$ cat config.mk
export PLATFORM = sky130hd
export DESIGN_NAME = montgomery_mul_pipe_flat
export DESIGN_NICKNAME = d
export VERILOG_FILES = /design/src/rtl/montgomery_mul_pipe_if.sv /design/src/rtl/montgomery_mul_pipe.sv /design/src/flat_wrapper.sv
export SDC_FILE = /design/constraint.sdc
export NUM_CORES = 1
export LEC_CHECK = 0
export ABC_AREA = 1
export CORE_ASPECT_RATIO = 0.7
export CORE_MARGIN = 5
export CORE_UTILIZATION = 59
export CTS_BUF_LIST = sky130_fd_sc_hd__clkbuf_16
export DETAILED_ROUTE_END_ITERATION = 16
export GPL_TIMING_DRIVEN = 0
export PLACE_DENSITY_LB_ADDON = 0.12
export SETUP_SLACK_MARGIN = 0.02
export SLEW_MARGIN = 20
export SYNTH_ARGS = -nofsm -noshare
export SYNTH_HDL_FRONTEND = slang
export SYNTH_SLANG_ARGS = --single-unit
$ cat constraint.sdc
create_clock -name clk -period 13.2 [get_ports clk]
set_input_delay 2.64 -clock clk [delete_from_list [all_inputs] [get_ports clk]]
set_output_delay 2.64 -clock clk [all_outputs]
set_load 0.005 [all_outputs]
$ cat src/rtl/montgomery_mul_pipe_if.sv
// Purpose: bundles the input and output valid/ready channels of the Montgomery multiplier.
// Latency: none, wires only.
// Backpressure: carries in_ready/out_ready; the multiplier decides stall behaviour.
interface montgomery_mul_pipe_if #(
  parameter int W     = 16,
  parameter int LANES = 1,
  parameter int TAGW  = 4
);
  logic                 in_valid;
  logic                 in_ready;
  logic [LANES*W-1:0]   in_a;
  logic [LANES*W-1:0]   in_b;
  logic [TAGW-1:0]      in_tag;
  logic                 out_valid;
  logic                 out_ready;
  logic [LANES*W-1:0]   out_res;
  logic [TAGW-1:0]      out_tag;

  // Multiplier side: consumes operands, produces results.
  modport slave (
    input  in_valid, in_a, in_b, in_tag, out_ready,
    output in_ready, out_valid, out_res, out_tag
  );

  // Producer/consumer side that drives operands and accepts results.
  modport master (
    output in_valid, in_a, in_b, in_tag, out_ready,
    input  in_ready, out_valid, out_res, out_tag
  );
endinterface

$ cat src/rtl/montgomery_mul_pipe.sv
// Purpose: per-lane Montgomery product a*b*2^-W mod Q, fully reduced to [0, Q-1].
// Latency: 3 cycles from accept to result edge; +1 for every cycle the output stalls.
// Backpressure: one global advance; a held result freezes every stage and drops in_ready.
module montgomery_mul_pipe #(
  parameter int W     = 16,
  parameter int Q     = 3329,
  parameter int QINV  = 62209,
  parameter int LANES = 1,
  parameter int TAGW  = 4
) (
  input  logic                  clk,
  input  logic                  rst,
  montgomery_mul_pipe_if.slave  i_bus,
  output logic                  busy
);

  localparam longint unsigned QQINV = longint'(Q) * longint'(QINV);
  localparam longint unsigned RMASK = (64'd1 << W) - 64'd1;

  // A wrong inverse silently produces garbage, so refuse to build with one.
  if ((QQINV & RMASK) != 64'd1) begin : g_bad_qinv
    $error("montgomery_mul_pipe: Q*QINV is not 1 mod 2^W");
  end
  if (longint'(Q) >= (64'd1 << (W - 1))) begin : g_bad_q
    $error("montgomery_mul_pipe: Q must be below 2^(W-1)");
  end

  localparam logic [W-1:0]          QINV_W = W'(QINV);
  localparam logic signed [2*W-1:0] Q_2W   = (2*W)'(Q);
  localparam logic signed [W-1:0]   Q_W    = W'(Q);

  logic                   r_v1, r_v2, r_v3;
  logic [TAGW-1:0]        r_tag1, r_tag2, r_tag3;
  logic signed [2*W-1:0]  r_p1 [LANES];
  logic signed [2*W-1:0]  r_p2 [LANES];
  logic signed [2*W-1:0]  r_m2 [LANES];
  logic [LANES*W-1:0]     r_res3;

  logic                   w_adv;
  logic signed [2*W-1:0]  w_p [LANES];
  logic signed [2*W-1:0]  w_m [LANES];
  logic [LANES*W-1:0]     w_res;

  assign w_adv = ~r_v3 | i_bus.out_ready;

  for (genvar g = 0; g < LANES; g++) begin : g_lane
    logic signed [W-1:0]   w_a, w_b, w_k, w_t;
    logic signed [2*W-1:0] w_ax, w_bx, w_kx, w_d;
    logic                  w_unused_lo;

    assign w_a  = i_bus.in_a[g*W +: W];
    assign w_b  = i_bus.in_b[g*W +: W];
    assign w_ax = {{W{w_a[W-1]}}, w_a};
    assign w_bx = {{W{w_b[W-1]}}, w_b};
    assign w_p[g] = w_ax * w_bx;

    // Only the low W bits of p*QINV matter, so a W x W product suffices.
    assign w_k  = r_p1[g][W-1:0] * QINV_W;
    assign w_kx = {{W{w_k[W-1]}}, w_k};
    assign w_m[g] = w_kx * Q_2W;

    // p - m has a zero low half; its high half is t, which fits W signed bits
    // because |t| < Q < 2^(W-1).
    assign w_d         = r_p2[g] - r_m2[g];
    assign w_t         = w_d[2*W-1:W];
    assign w_unused_lo = ^w_d[W-1:0];
    assign w_res[g*W +: W] = w_t[W-1] ? w_t + Q_W : w_t;
  end

  // Valid bits and tags march together; a stalled output freezes the whole pipe.
  always_ff @(posedge clk) begin
    if (rst) begin
      r_v1   <= 1'b0;
      r_v2   <= 1'b0;
      r_v3   <= 1'b0;
      r_tag1 <= '0;
      r_tag2 <= '0;
      r_tag3 <= '0;
    end else if (w_adv) begin
      r_v1   <= i_bus.in_valid;
      r_v2   <= r_v1;
      r_v3   <= r_v2;
      r_tag1 <= i_bus.in_tag;
      r_tag2 <= r_tag1;
      r_tag3 <= r_tag2;
    end
  end

  // Lane datapath registers; bubbles carry don't-care data alongside valid=0.
  always_ff @(posedge clk) begin
    if (rst) begin
      for (int i = 0; i < LANES; i++) begin
        r_p1[i] <= '0;
        r_p2[i] <= '0;
        r_m2[i] <= '0;
      end
      r_res3 <= '0;
    end else if (w_adv) begin
      for (int i = 0; i < LANES; i++) begin
        r_p1[i] <= w_p[i];
        r_p2[i] <= r_p1[i];
        r_m2[i] <= w_m[i];
      end
      r_res3 <= w_res;
    end
  end

  assign i_bus.in_ready  = w_adv;
  assign i_bus.out_valid = r_v3;
  assign i_bus.out_res   = r_res3;
  assign i_bus.out_tag   = r_tag3;
  assign busy            = r_v1 | r_v2 | r_v3;

endmodule
$ cat src/flat_wrapper.sv
// flat-port wrapper written by rule: the top's interface ports become plain ports
module montgomery_mul_pipe_flat 
#(
  parameter int W     = 16,
  parameter int Q     = 3329,
  parameter int QINV  = 62209,
  parameter int LANES = 1,
  parameter int TAGW  = 4
)
  (clk, rst, busy, i_bus_in_valid, i_bus_in_a, i_bus_in_b, i_bus_in_tag, i_bus_out_ready, i_bus_in_ready, i_bus_out_valid, i_bus_out_res, i_bus_out_tag);
  montgomery_mul_pipe_if #(.W(W), .LANES(LANES), .TAGW(TAGW)) i_bus_i ();
  input  logic clk;
  input  logic rst;
  output logic busy;
  input wire logic [$bits(i_bus_i.in_valid)-1:0] i_bus_in_valid;
  input wire logic [$bits(i_bus_i.in_a)-1:0] i_bus_in_a;
  input wire logic [$bits(i_bus_i.in_b)-1:0] i_bus_in_b;
  input wire logic [$bits(i_bus_i.in_tag)-1:0] i_bus_in_tag;
  input wire logic [$bits(i_bus_i.out_ready)-1:0] i_bus_out_ready;
  output wire logic [$bits(i_bus_i.in_ready)-1:0] i_bus_in_ready;
  output wire logic [$bits(i_bus_i.out_valid)-1:0] i_bus_out_valid;
  output wire logic [$bits(i_bus_i.out_res)-1:0] i_bus_out_res;
  output wire logic [$bits(i_bus_i.out_tag)-1:0] i_bus_out_tag;
  assign i_bus_i.in_valid = i_bus_in_valid;
  assign i_bus_i.in_a = i_bus_in_a;
  assign i_bus_i.in_b = i_bus_in_b;
  assign i_bus_i.in_tag = i_bus_in_tag;
  assign i_bus_i.out_ready = i_bus_out_ready;
  assign i_bus_in_ready = i_bus_i.in_ready;
  assign i_bus_out_valid = i_bus_i.out_valid;
  assign i_bus_out_res = i_bus_i.out_res;
  assign i_bus_out_tag = i_bus_i.out_tag;
  montgomery_mul_pipe #(.W(W), .Q(Q), .QINV(QINV), .LANES(LANES), .TAGW(TAGW)) u_core (.clk(clk), .rst(rst), .i_bus(i_bus_i), .busy(busy));
endmodule
==> results.toml <==
[timing]
clock_skew_ns = 0.01647
tns_ns = 0
max-slew-margin-rel = 0.4617
fin_crit_ns = 9.358
worst_slew_pin_slew_ns = 0.8075
setup_viol = 0
clock.fmax_ghz = 0.1069
final.period_utilization = 0.7089
timing.final.ws_setup_ns = 3.842
drv_slew = 0
hold_viol = 0
grt_setup_unrepaired = "no"

[clocking]
cts_max_level = 3
ctsHoldBuffers = 0
clockRootBuffer = "clkbuf_16"
cts_setup_buffers = 0
clock_latency_ns = 0.37
post_cts_resized = 0
cts_tree = "done"
clk_pin_slew_ns = 0.08
numCtsBuffers = 9
cts_buffer_depth = 2
cts_sinks = 108

[setup_path]
r2r-end = "u_core.r_m2[0][30]"
reg2regPathDepth = 28
path_max_fanout = 10
cp_slowest_cell = "clkdlybuf4s50_1"
cp_common_cell = "nand2_1"
worst_ep_arrival_time_ns = 9.49
worst_path_largest_cell_delay_ns = 0.69
crit_buf_inv = 7
cp-end-kind = "register"
r2r-start = "u_core.r_p1[0][4]"
cp.required_ns = 13.33
start_kind = "primary input"
path_delay_family = "adder cells"
worstSetupPathType = "in2reg"
worst-r2r-setup-slack_ns = 5.28

[placed_design]
dp_slack_ns = 3.528
port_buffers = 38
dpl.hpwl_mm = 40.42
routabilityCongestion = 0.9508

[status]
status = "completed"

[logic_synthesis]
synthArstFlopShare = 0
postSynthAreaPerCell_um2 = 7.991
synth_sequential_area_ratio = 0.1543
yosysTopAreaCellShare = 0.3129
synth_seq_cells = 108
synthDistinctLibCells = 50
syn_nets = 2919
syn_area_mm2 = 0.01900
synth_top_area_cell = "fa_1"
synth_area_leaders = "fa_1 31%, ha_1 13%, inv_1 13%, edfxtp_1 12%, nand2_1 10%"
syn_inst = 2378
synth_ff_type = "edfxtp_1"
yosys_warnings = 0
synth-edff-count = 77

[final_layout]
multiInputGateArea_mm2 = 0.01330
area_growth_pct = 6.525
layout.nets = 2969
final_common_cell = "inv_1"
seq_area_mm2 = 0.002933
fillCellCount = 2890
n_antenna_cell = 0
drive_above_1_share = 0.03288
final_cell_mix = "657 x inv_1, 514 x nand2_1, 297 x fa_1"
utilization = 0.6313

[detailed_routing]
vias = 15050
via_per_inst = 5.264
dr.pass1.iters = 6
drc = 0
drt_iter0_drc = 1137
drtAntennaViolNets = 0
wirelength_mm = 47.30
wl_per_cell_um = 16.54

[floorplanning]
design.core.area_mm2 = 0.03207
fp.dieArea_mm2 = 0.03596
fp.dieW_um = 224.5
design.portCount = 63
die_h_um = 160.2
start_util = 0.5926
core.rowCount = 55

[grt]
antenna_found_initial = 0
grtUsageTotal = 0.2691
grt_pass1_vias = 15360
grt_start_max_net_pins = 49
grt-ovfl-total = 0
grt_first_pass_wirelength_mm = 77.63

[min_path]
hold_end = "u_core.i_bus.out_res[10]"
hp-class = "reg2reg"
hold_start = "u_core.i_bus.out_res[10]"
min_path_cells = 2

[flow_run]
max_cap_violations = 0
-- Yosys cell counts, types with 15 or more instances --
| cell type | n |
|---|---|
| xor2_1 | 15 |
| nor2_1 | 107 |
| a21oi_1 | 109 |
| dfxtp_1 | 31 |
| nand3_1 | 53 |
| nand4_1 | 22 |
| ha_1 | 204 |
| o21ai_0 | 73 |
| clkbuf_1 | 65 |
| edfxtp_1 | 77 |
| o21ai_1 | 15 |
| fa_1 | 297 |
| xnor2_1 | 18 |
| inv_1 | 657 |
| nand2_1 | 514 |
-- flip-flops by register name, summed over array words and instances (netlist names) --
signal,cells
u_core.r_p2,24
u_core.r_p1,32
u_core.i_bus.out_tag,4
u_core.i_bus.out_valid,1
u_core.i_bus.out_res,16
u_core.r_v1,1
u_core.r_tag1,4
u_core.r_v2,1
u_core.r_m2,21
u_core.r_tag2,4
-- cell type report --
class / count / area share
clock buffer: 9 / 0.01113
multi-input combinational: 1535 / 0.6570
inverter: 663 / 0.1229
timing repair buffer: 39 / 0.01978
buffer: 72 / 0.01446
sequential: 108 / 0.1449
tap: 427 / 0.02639
clock inverter: 7 / 0.003399
-- stage by stage --
step / hold WS, ns / std cells / cell area [um^2]
global route: 0.4765 / 2860 / 20240
global placement: 0.4417 / 2843 / 19920
floorplan: 0.4441 / 2378 / 19000
detailed placement: 0.4459 / 2844 / 19950
CTS: 0.4564 / 2860 / 20240
finish: 0.4567 / 2860 / 20240
-- layer usage --
layer,wire length (um),vias to the layer above,track usage
met2,21040,521,0.4296
met1,21530,7243,0.3936
li1,-,7217,-
met4,1229,0,0.06943
met5,0,-,0
met3,3500,73,0.03344
-- how the worst max path moves through the flow --
stage                         from                 end  slack [ns]  cells after the start
floorplan            i_bus_in_b[1]  u_core.r_p1[0][31]        4.98                     27
global placement    i_bus_in_a[15]  u_core.r_p1[0][31]        3.50                     27
detailed placement  i_bus_in_a[15]  u_core.r_p1[0][31]        3.53                     27
CTS                 i_bus_in_a[15]  u_core.r_p1[0][31]        3.90                     27
global route        i_bus_in_a[15]  u_core.r_p1[0][31]        3.50                     27
finish              i_bus_in_a[15]  u_core.r_p1[0][31]        3.84                     27
-- worst reg2reg max path, delay by kind of cell, from the launching register on --
family / cells / cell delay (ns)
fa+ha+maj: 10 / 4.03
compound gates: 6 / 1.16
xor+xnor: 2 / 0.78
buf+inv: 4 / 0.75
simple gates: 6 / 0.46
flops: 1 / 0.45
-- cell families after synthesis --
logic type,after synthesis,share of synthesized area
adders and majority gates,501,0.4472
buffers and inverters,735,0.1462
xor gates and xnor gates,35,0.01692
and+or+nand+nor,759,0.1666
AOI/OAI and AO/OA,240,0.06874
DFF,108,0.1543
Power is left out: the tool's default activity adds up to more than one toggle a clock period on the data nets, which glitch-free logic cannot reach.
